`src/rtl/id_ex_stage.sv`:
```
// ID/EX pipeline register for the 64-bit RISC-V core: writeback bypass into the
// captured operands, load-use bubble insertion, branch flush and debug counters.
module id_ex_stage #(
  parameter int unsigned XLEN   = 64,
  parameter int unsigned RA_W   = 5,
  parameter int unsigned CTRL_W = 8,
  parameter int unsigned CNT_W  = 32
) (
  input  logic              clk,
  input  logic              rst_n,
  input  logic              id_valid,
  input  logic [XLEN-1:0]   id_pc,
  input  logic [XLEN-1:0]   id_imm,
  input  logic [RA_W-1:0]   id_rs1,
  input  logic [RA_W-1:0]   id_rs2,
  input  logic [RA_W-1:0]   id_rd,
  input  logic [XLEN-1:0]   id_rs1_data,
  input  logic [XLEN-1:0]   id_rs2_data,
  input  logic [CTRL_W-1:0] id_ctrl,
  input  logic              wb_regwrite,
  input  logic [RA_W-1:0]   wb_rd,
  input  logic [XLEN-1:0]   wb_data,
  input  logic              flush,
  output logic              stall,
  output logic              ex_valid,
  output logic [XLEN-1:0]   ex_pc,
  output logic [XLEN-1:0]   ex_imm,
  output logic [RA_W-1:0]   ex_rs1,
  output logic [RA_W-1:0]   ex_rs2,
  output logic [RA_W-1:0]   ex_rd,
  output logic [XLEN-1:0]   ex_rs1_data,
  output logic [XLEN-1:0]   ex_rs2_data,
  output logic [CTRL_W-1:0] ex_ctrl,
  output logic [CNT_W-1:0]  stall_cnt,
  output logic [CNT_W-1:0]  flush_cnt
);

  localparam int unsigned CTRL_MEMREAD = 1;

  logic              r_ex_valid;
  logic [XLEN-1:0]   r_ex_pc;
  logic [XLEN-1:0]   r_ex_imm;
  logic [RA_W-1:0]   r_ex_rs1;
  logic [RA_W-1:0]   r_ex_rs2;
  logic [RA_W-1:0]   r_ex_rd;
  logic [XLEN-1:0]   r_ex_rs1_data;
  logic [XLEN-1:0]   r_ex_rs2_data;
  logic [CTRL_W-1:0] r_ex_ctrl;
  logic [CNT_W-1:0]  r_stall_cnt;
  logic [CNT_W-1:0]  r_flush_cnt;

  logic [XLEN-1:0]   w_rs1_op;
  logic [XLEN-1:0]   w_rs2_op;
  logic              w_hazard;
  logic              w_bubble;

  // Operand select: x0 reads zero, a same-cycle writeback overrides the stale RF read
  always_comb begin
    w_rs1_op = id_rs1_data;
    w_rs2_op = id_rs2_data;
    if (id_rs1 == '0)
      w_rs1_op = '0;
    else if (wb_regwrite && (wb_rd == id_rs1))
      w_rs1_op = wb_data;
    if (id_rs2 == '0)
      w_rs2_op = '0;
    else if (wb_regwrite && (wb_rd == id_rs2))
      w_rs2_op = wb_data;
  end

  assign w_hazard = r_ex_valid && r_ex_ctrl[CTRL_MEMREAD] && (r_ex_rd != '0) && id_valid &&
                    ((r_ex_rd == id_rs1) || (r_ex_rd == id_rs2));
  assign w_bubble = flush || w_hazard;
  assign stall    = w_hazard && !flush;

  always_ff @(posedge clk or negedge rst_n) begin
    if (!rst_n) begin
      r_ex_valid    <= 1'b0;
      r_ex_pc       <= '0;
      r_ex_imm      <= '0;
      r_ex_rs1      <= '0;
      r_ex_rs2      <= '0;
      r_ex_rd       <= '0;
      r_ex_rs1_data <= '0;
      r_ex_rs2_data <= '0;
      r_ex_ctrl     <= '0;
    end else if (w_bubble) begin
      r_ex_valid    <= 1'b0;
      r_ex_pc       <= '0;
      r_ex_imm      <= '0;
      r_ex_rs1      <= '0;
      r_ex_rs2      <= '0;
      r_ex_rd       <= '0;
      r_ex_rs1_data <= '0;
      r_ex_rs2_data <= '0;
      r_ex_ctrl     <= '0;
    end else begin
      r_ex_valid    <= id_valid;
      r_ex_pc       <= id_pc;
      r_ex_imm      <= id_imm;
      r_ex_rs1      <= id_rs1;
      r_ex_rs2      <= id_rs2;
      r_ex_rd       <= id_rd;
      r_ex_rs1_data <= w_rs1_op;
      r_ex_rs2_data <= w_rs2_op;
      r_ex_ctrl     <= id_valid ? id_ctrl : '0;
    end
  end

  // Saturating debug counters; a flush only counts when it squashes a real instruction
  always_ff @(posedge clk or negedge rst_n) begin
    if (!rst_n) begin
      r_stall_cnt <= '0;
      r_flush_cnt <= '0;
    end else begin
      if (stall && (r_stall_cnt != '1))
        r_stall_cnt <= r_stall_cnt + CNT_W'(1);
      if (flush && id_valid && (r_flush_cnt != '1))
        r_flush_cnt <= r_flush_cnt + CNT_W'(1);
    end
  end

  assign ex_valid    = r_ex_valid;
  assign ex_pc       = r_ex_pc;
  assign ex_imm      = r_ex_imm;
  assign ex_rs1      = r_ex_rs1;
  assign ex_rs2      = r_ex_rs2;
  assign ex_rd       = r_ex_rd;
  assign ex_rs1_data = r_ex_rs1_data;
  assign ex_rs2_data = r_ex_rs2_data;
  assign ex_ctrl     = r_ex_ctrl;
  assign stall_cnt   = r_stall_cnt;
  assign flush_cnt   = r_flush_cnt;

endmodule

```
`config.mk`:
```
export PLATFORM = sky130hd
export DESIGN_NAME = id_ex_stage
export DESIGN_NICKNAME = d
export VERILOG_FILES = /design/src/rtl/id_ex_stage.sv
export SDC_FILE = /design/constraint.sdc
export NUM_CORES = 1
export LEC_CHECK = 0
export CAP_MARGIN = 20
export CORE_AREA = 2 2 273 275
export DETAILED_ROUTE_END_ITERATION = 12
export DIE_AREA = 0 0 275 277
export GPL_ROUTABILITY_DRIVEN = 0
export PLACE_DENSITY = 0.47
export SYNTH_ARGS = -nofsm -noshare
export SYNTH_HDL_FRONTEND = slang
export SYNTH_SLANG_ARGS = --single-unit
export TNS_END_PERCENT = 1
```
`constraint.sdc`:
```
create_clock -name clk -period 4.9 [get_ports clk]
set_input_delay 0.98 -clock clk [delete_from_list [all_inputs] [get_ports clk]]
set_output_delay 0.98 -clock clk [all_outputs]
set_load 0.03 [all_outputs]
```
Word level (Yosys, flattened, before mapping):

Cells that the tools add are included.

* register bits: 344
* input port bits: 353
* output and inout port bits: 345
* logic and storage cells: 49

* add/sub/neg operators: 2
* equality and inequality tests: 6
* mux-type cells: 14
* reduce and logical (&&, ||, !) cells: 16

Operators by type and width (count)
* $mux W64: 8
* $add A32 B1 Y32 const B: 2
* $ne A32 B32 Y1 const B: 2
* $eq A5 B5 Y1: 4
* $mux W8: 2
* $mux W5: 3
* $logic_and A1 B1 Y1: 10
* $logic_not A5 Y1: 2
* $reduce_bool A5 Y1: 1
* $logic_or A1 B1 Y1: 2
* $logic_not A1 Y1: 1
* $mux W1: 1

Longest topological paths before layout:

Gate-level depths: netlist (run 1).

* depth after elaboration: 6
* mapped depth: 9

Least setup slack after synthesis (run 1):

No wires, ideal clock.

* path kind: input to output
* from: in id_rs2[2]
* to: out stall
* arrival: 2.184 ns
* required time: 3.920 ns
* slack: 1.736 ns
* stages on the path: 7
* path through: xor2_1 -> nor3_2 -> a22oi_1 -> or3_1 -> buf_2 -> inv_2 -> buf_6

* word-level cells in the longest chain between the ends: 4

Ends and longest elaborated chain
* start: declaration: RTL line 15 `input logic [RA_W-1:0] id_rs2,`
* $eq A5 B5 Y1: RTL line 72 `((r_ex_rd == id_rs1) || (r_ex_rd == id_rs2));`
* $logic_or A1 B1 Y1: RTL line 72
* $logic_and A1 B1 Y1: RTL line 71 `assign w_hazard = r_ex_valid && r_ex_ctrl[CTRL_MEMREAD] && (r_ex_rd != '0) && id_valid &&`
* $logic_and A1 B1 Y1: RTL line 74 `assign stall = w_hazard && !flush;`
* end: declaration: RTL line 24 `output logic stall,`

Every way passes these cells.

Worst setup path in the final report (run 1):

Same ends and word-level chain as after synthesis.

==> run_results.csv, run 1 <==
group,metric,value,unit
min_path,hp-class,"input port to asynchronous set/reset pin",
sta,setup_tns,0,ns
clock_network,cts_tree,"done",
worst_setup_path,r2r_slack,1.91,ns
detailed_routing,wirelength,61.5,mm
clock_network,clockBufferDepth,3,
worst_setup_path,path_max_fanout,4,
power,pwr-share-clk,42.9,%
detailed_routing,wl_met2,29.8,mm
power,p_int,5.65,mW
sta,hold_violations,0,
global_route,grt_overflow,0,
final_layout,drive_above_1_share,5.27,%
power,switching_share,27.1,%
detailed_routing,highest_layer,"met5",
worst_setup_path,arrival,3.53,ns
sta,finalSetupViolCount,0,
logic_synthesis,synth_top_area_share,65.0,%
logic_synthesis,yosys.area_share.simple,21.0,%
logic_synthesis,yosysMostFrequentCell,"dfrtp_1",
detailed_routing,drt_iter0_drc,582,
clock_network,cts_resized,0,
placement,dp_hpwl,47.3,mm
floorplanning,fp.coreArea,73600,um2
detailed_routing,post-route-drc-count,0,
global_route,grt_pass1_vias,12010,
logic_synthesis,synth-compound-area-share,5.45,%
sta,period_needed,4.51,ns
global_route,grt_util_all_layers,15.7,%
placement,port_buffers,697,
floorplanning,die_area,76200,um2
detailed_routing,first_pass_iters,5,
global_route,grt_max_degree,141,
clock_network,postCtsHoldBufs,0,
logic_synthesis,ys_warn_count,0,
clock_network,cts_made_buffers,43,
logic_synthesis,ys_ff_latch,344,
global_route,antenna_found_initial,6,
detailed_routing,ant_nets,0,
worst_setup_path,end_kind,"output port",
sta,worstMarginPinSlew,1.10,ns
power,irDropWorstVdd,0.208,mV
logic_synthesis,synthArstFlopShare,100,%
power,pwr-share-seq,39.9,%
logic_synthesis,synth_xor_area_share,5.43,%
detailed_routing,vias,11415,
detailed_routing,wl_per_cell,21.2,um
worst_setup_path,cp-start-kind,"input port",
detailed_routing,wl_met3,3.75,mm
power,powerDensity,339,nW/um2
floorplanning,rows,100,
clock_network,clkLatencyLatePin,0.57,ns
global_route,grt_pass1_wl,87.6,mm
sta,slew_headroom,26.7,%
logic_synthesis,synth-seq-area-share,65.0,%
power,p_sw,2.10,mW
clock_network,cts_sinks,344,
floorplanning,die_w,275,um
detailed_routing,vias_per_cell,3.93,
clock_network,htree_levels,2,
logic_synthesis,netlist_instances,1197,
clock_network,cts-root-buf,"clkbuf_16",
floorplanning,initial_core_util,18.0,%
worst_setup_path,path_class,"input port to output port",
logic_synthesis,synthAdderAreaFrac,0.189,%
floorplanning,pin_count,698,
sta,max_freq,222,MHz
run,maxCapViolations,0,
logic_synthesis,synthTopCellsByCount,"dfrtp_1 (344), nand2_1 (284), and2_1 (148), a21oi_1 (129), xnor2_1 (49)",
status,outcome,"completed",
logic_synthesis,yosysTopAreaCell,"dfrtp_1",
final_layout,num_antenna_cells,0,
detailed_routing,met1_length,26.7,mm
sta,slew_viol_final,0,
clock_network,path_clk_slew,0.06,ns
logic_synthesis,synth_edf_count,0,
sta,skew,0.0151,ns
logic_synthesis,ys.flop_type,"dfrtp_1",
logic_synthesis,synth_area,13200,um2
final_layout,final_core_util,31.1,%
logic_synthesis,synthMuxAreaShare,0.170,%
floorplanning,die_y,277,um
worst_setup_path,worst_ep_required_time,3.92,ns
sta,rsz0062_at_grt,"false",
final_layout,nets,2260,
power,power_leakage,9.77,nW
logic_synthesis,avgSynthCellArea,11.1,um2
clock_network,post_cts_buffers,0,
logic_synthesis,synth_cell_types,36,
logic_synthesis,synth_top_family_by_area,"simple AND/OR/NAND/NOR gates",
logic_synthesis,synth_nets,1552,
power,power_frac_comb,17.2,%
final_layout,syn_to_final_growth,72.8,%
logic_synthesis,synthTopCellsByArea,"dfrtp_1 (65%), nand2_1 (8.1%), and2_1 (7.0%)",
sta,period_share,92.0,%
[critical path, cell delays in order]
cell,delay (ns)
clkdlybuf4s50_1,0.51
xor2_1,0.19
nor3_2,0.33
buf_4,0.20
a22oi_1,0.11
or3_1,0.43
inv_2,0.10
clkdlybuf4s50_1,0.68
[cells in the final DEF (no fill, tap or decap), types with 5 or more instances in the layout]
| master | n |
|---|---|
| clkdlybuf4s50_1 | 696 |
| dfrtp_1 | 344 |
| nand2_1 | 284 |
| and2_1 | 148 |
| a21oi_1 | 129 |
| xnor2_1 | 49 |
| clkbuf_16 | 45 |
| xor2_1 | 33 |
| nand3_1 | 26 |
| and3_1 | 21 |
| nand4_1 | 20 |
| nor2_1 | 20 |
| buf_4 | 18 |
| and4_1 | 14 |
| clkbuf_1 | 11 |
| nor3_1 | 10 |
| buf_12 | 7 |
| nor4_1 | 6 |
| clkbuf_8 | 6 |
| bufinv_16 | 5 |
[sequential cells by signal (all words and copies together) (netlist names), 8 cells and up]
signal and flops:
ex_ctrl 8, ex_rs1_data 64, ex_imm 64, flush_cnt 32, ex_rs2_data 64, ex_pc 64
stall_cnt 32
[layout make-up]
class	count	area, um2
flip-flops and latches	344	8610
multi-input cells	789	4320
fillers	7542	50700
clock buffers	62	1250
inverters	5	18.8
clock inverters	12	208
repair buffers	722	7260
well taps	969	1210
[logic make-up after synthesis]
logic type      Yosys count
simple gates            566
flops                   344
mux                       2
compound gates          137
fa+ha+maj                 2
buf+inv                  64
xor+xnor                 82
[per-layer routing]
metal / vias up / GRT usage [%]
met5: - / 0
met4: 8 / 3.66
met3: 74 / 3.61
met2: 357 / 25.8
met1: 5666 / 20.7
li1: 5310 / -
[power groups by stage]
stage / registers [mW] / clock network, mW / logic [mW]
finish: 3.09 / 3.33 / 1.33
global route: 3.11 / 3.56 / 1.41
CTS: 3.10 / 3.44 / 1.36
detailed placement: 3.14 / 0 / 1.35
global placement: 3.14 / 0 / 1.35
floorplan: 3.45 / 0 / 0.205
[final timing paths]
path                                      startpoint                         to  depth (start not counted)
setup / recovery                           id_rs2[2]                      stall                          8
hold / removal                                 rst_n  ex_rs2_data[21]$_DFF_PN0_                          1
setup reg to reg                  ex_rd[1]$_DFF_PN0_  ex_rs2_data[32]$_DFF_PN0_                          6
hold reg to reg            stall_cnt[31]$_DFFE_PN0P_  stall_cnt[31]$_DFFE_PN0P_                          1
max in group asynchronous                      rst_n   ex_rs1_data[8]$_DFF_PN0_                          2
min in group clk           stall_cnt[31]$_DFFE_PN0P_  stall_cnt[31]$_DFFE_PN0P_                          1
[stage by stage]
step,power (mW),setup slack [ns],hold slack [ns],cells,instance area (um2)
3_5_place_dp,4.49,0.421,0.494,2829,21400
4_1_cts,7.90,0.422,0.444,2903,22900
2_1_floorplan,3.65,1.74,0.664,1197,13200
5_1_grt,8.08,0.355,0.470,2903,22900
6_report,7.76,0.390,0.455,2903,22900
3_3_place_gp,4.49,0.415,0.480,2829,21400
Note: power is estimated with default switching activity, not from simulation.
==> run 2: changes to the inputs <==
Settings changed: MAX_ROUTING_LAYER set to met4.
==> run 2 against run 1 <==
Effect of this change: via count decreased by 0.23%; sequential share of layout area about the same; clock power about the same; clock skew decreased by 0.0012 ns; utilization about the same; maximum frequency about the same; critical endpoint unchanged; largest cell class unchanged.
==> run_results.csv, run 2 (same netlist as run 1, synthesis figures left out) <==
group,metric,value,unit
status,outcome,"completed",
clock_network,clkLatencyLatePin,0.56,ns
final_layout,nets,2260,
worst_setup_path,crit_end,"stall",
power,pwr-share-clk,42.9,%
power,pwr-share-seq,39.9,%
sta,worstMarginPinSlew,1.09,ns
detailed_routing,vias_per_cell,3.92,
clock_network,htree_levels,2,
floorplanning,rows,100,
floorplanning,initial_core_util,18.0,%
worst_setup_path,reg2regPathDepth,6,
global_route,grt_max_degree,141,
power,switching_share,27.0,%
global_route,grt_overflow,0,
power,power_frac_comb,17.2,%
worst_setup_path,cp-start-kind,"input port",
global_route,grt_util_all_layers,16.2,%
power,powerDensity,339,nW/um2
final_layout,layout_common_cells,"clkdlybuf4s50_1 (696), dfrtp_1 (344), nand2_1 (284), and2_1 (148), a21oi_1 (129)",
worst_setup_path,reg2reg_from,"ex_rd[1]$_DFF_PN0_",
floorplanning,pin_count,698,
global_route,grt_pass1_wl,87.5,mm
worst_setup_path,critPathLaunch,"id_rs2[2]",
final_layout,nFillCells,7546,
final_layout,drive_above_1_share,5.27,%
worst_setup_path,arrival,3.53,ns
sta,hold_violations,0,
clock_network,post_cts_buffers,0,
detailed_routing,post-route-drc-count,0,
run,maxCapViolations,0,
sta,period_needed,4.51,ns
placement,dp_hpwl,47.3,mm
worst_setup_path,r2r_slack,1.87,ns
final_layout,layout_commonest_cell,"clkdlybuf4s50_1",
sta,finalSetupViolCount,0,
sta,slew_viol_final,0,
detailed_routing,vias,11389,
detailed_routing,wirelength,61.4,mm
worst_setup_path,path_class,"input port to output port",
min_path,hp-class,"input port to asynchronous set/reset pin",
final_layout,syn_to_final_growth,72.9,%
placement,port_buffers,697,
sta,slew_headroom,26.8,%
clock_network,cts_resized,0,
clock_network,cts_tree,"done",
sta,skew,0.0139,ns
global_route,grt_pass1_vias,12047,
power,irDropWorstVdd,0.207,mV
clock_network,cts_made_buffers,43,
power,p_int,5.65,mW
power,power,7.75,mW
sta,max_freq,222,MHz
floorplanning,die_w,275,um
floorplanning,die_y,277,um
power,power_leakage,9.77,nW
clock_network,clockBufferDepth,3,
worst_setup_path,end_kind,"output port",
worst_setup_path,r2r_end,"ex_rs2_data[31]$_DFF_PN0_",
floorplanning,fp.coreArea,73600,um2
sta,period_share,92.1,%
clock_network,cts_sinks,344,
floorplanning,die_area,76200,um2
clock_network,path_clk_slew,0.06,ns
sta,setup_tns,0,ns
clock_network,cts-root-buf,"clkbuf_16",
power,p_sw,2.10,mW
detailed_routing,ant_nets,0,
detailed_routing,wl_per_cell,21.1,um
clock_network,postCtsHoldBufs,0,
worst_setup_path,worst_ep_required_time,3.92,ns
detailed_routing,drt_iter0_drc,629,
detailed_routing,first_pass_iters,4,
global_route,antenna_found_initial,6,
worst_setup_path,path_max_fanout,4,
sta,rsz0062_at_grt,"false",
-- run 2: routing by layer --
metal | part of all wire, % | global-route usage [%] | up-vias | wire (um)
met3 | 5.9 | 3.52 | 72 | 3630
met1 | 44 | 20.8 | 5662 | 26800
met2 | 49 | 25.8 | 337 | 29800
li1 | - | - | 5318 | -
met5 | 0 | - | - | 0
met4 | 2.0 | 3.84 | 0 | 1220
-- run 2: final cells by class --
class,instances,area (um2),share of cell area [%]
Antenna cell,5,12.5,0.0547
Clock buffer,62,1250,5.46
Clock inverter,12,208,0.908
Inverter,5,18.8,0.0820
Multi-Input combinational cell,789,4320,18.9
Sequential cell,344,8610,37.6
Tap cell,969,1210,5.30
Timing Repair Buffer,722,7260,31.7
-- run 2: power groups by stage --
stage	Combinational [mW]	Sequential, mW	Clock, mW
floorplan	0.205	3.45	0
detailed placement	1.35	3.14	0
CTS	1.36	3.10	3.44
global route	1.41	3.11	3.56
global placement	1.35	3.14	0
finish	1.33	3.09	3.32
-- run 2: worst max-delay path, cell delays in order --
cell and delay (ns):
clkdlybuf4s50_1 0.51, xor2_1 0.19, nor3_2 0.33, buf_4 0.20, a22oi_1 0.10, or3_1 0.43
inv_2 0.10, clkdlybuf4s50_1 0.68
-- run 2: worst min-delay path by stage --
stage                        startpoint                   endpoint  slack, ns  depth (start not counted)
5_1_grt                           rst_n  ex_rs2_data[11]$_DFF_PN0_       0.48                          1
6_report                          rst_n  ex_rs2_data[21]$_DFF_PN0_       0.46                          1
2_1_floorplan  stall_cnt[7]$_DFFE_PN0P_   stall_cnt[7]$_DFFE_PN0P_       0.66                          1
4_1_cts                           rst_n  ex_rs2_data[21]$_DFF_PN0_       0.44                          1
3_3_place_gp   stall_cnt[7]$_DFFE_PN0P_   stall_cnt[7]$_DFFE_PN0P_       0.48                          1
3_5_place_dp   stall_cnt[7]$_DFFE_PN0P_   stall_cnt[7]$_DFFE_PN0P_       0.49                          1
-- run 2: through the flow --
step	setup slack, ns	utilization (%)	instance area (um2)	hold slack, ns	cells
floorplan	1.74	-	13200	0.664	1197
global placement	0.415	29.1	21400	0.480	2829
detailed placement	0.421	29.1	21400	0.494	2829
CTS	0.422	31.1	22900	0.444	2903
global route	0.355	31.1	22900	0.478	2907
finish	0.386	31.1	22900	0.458	2908
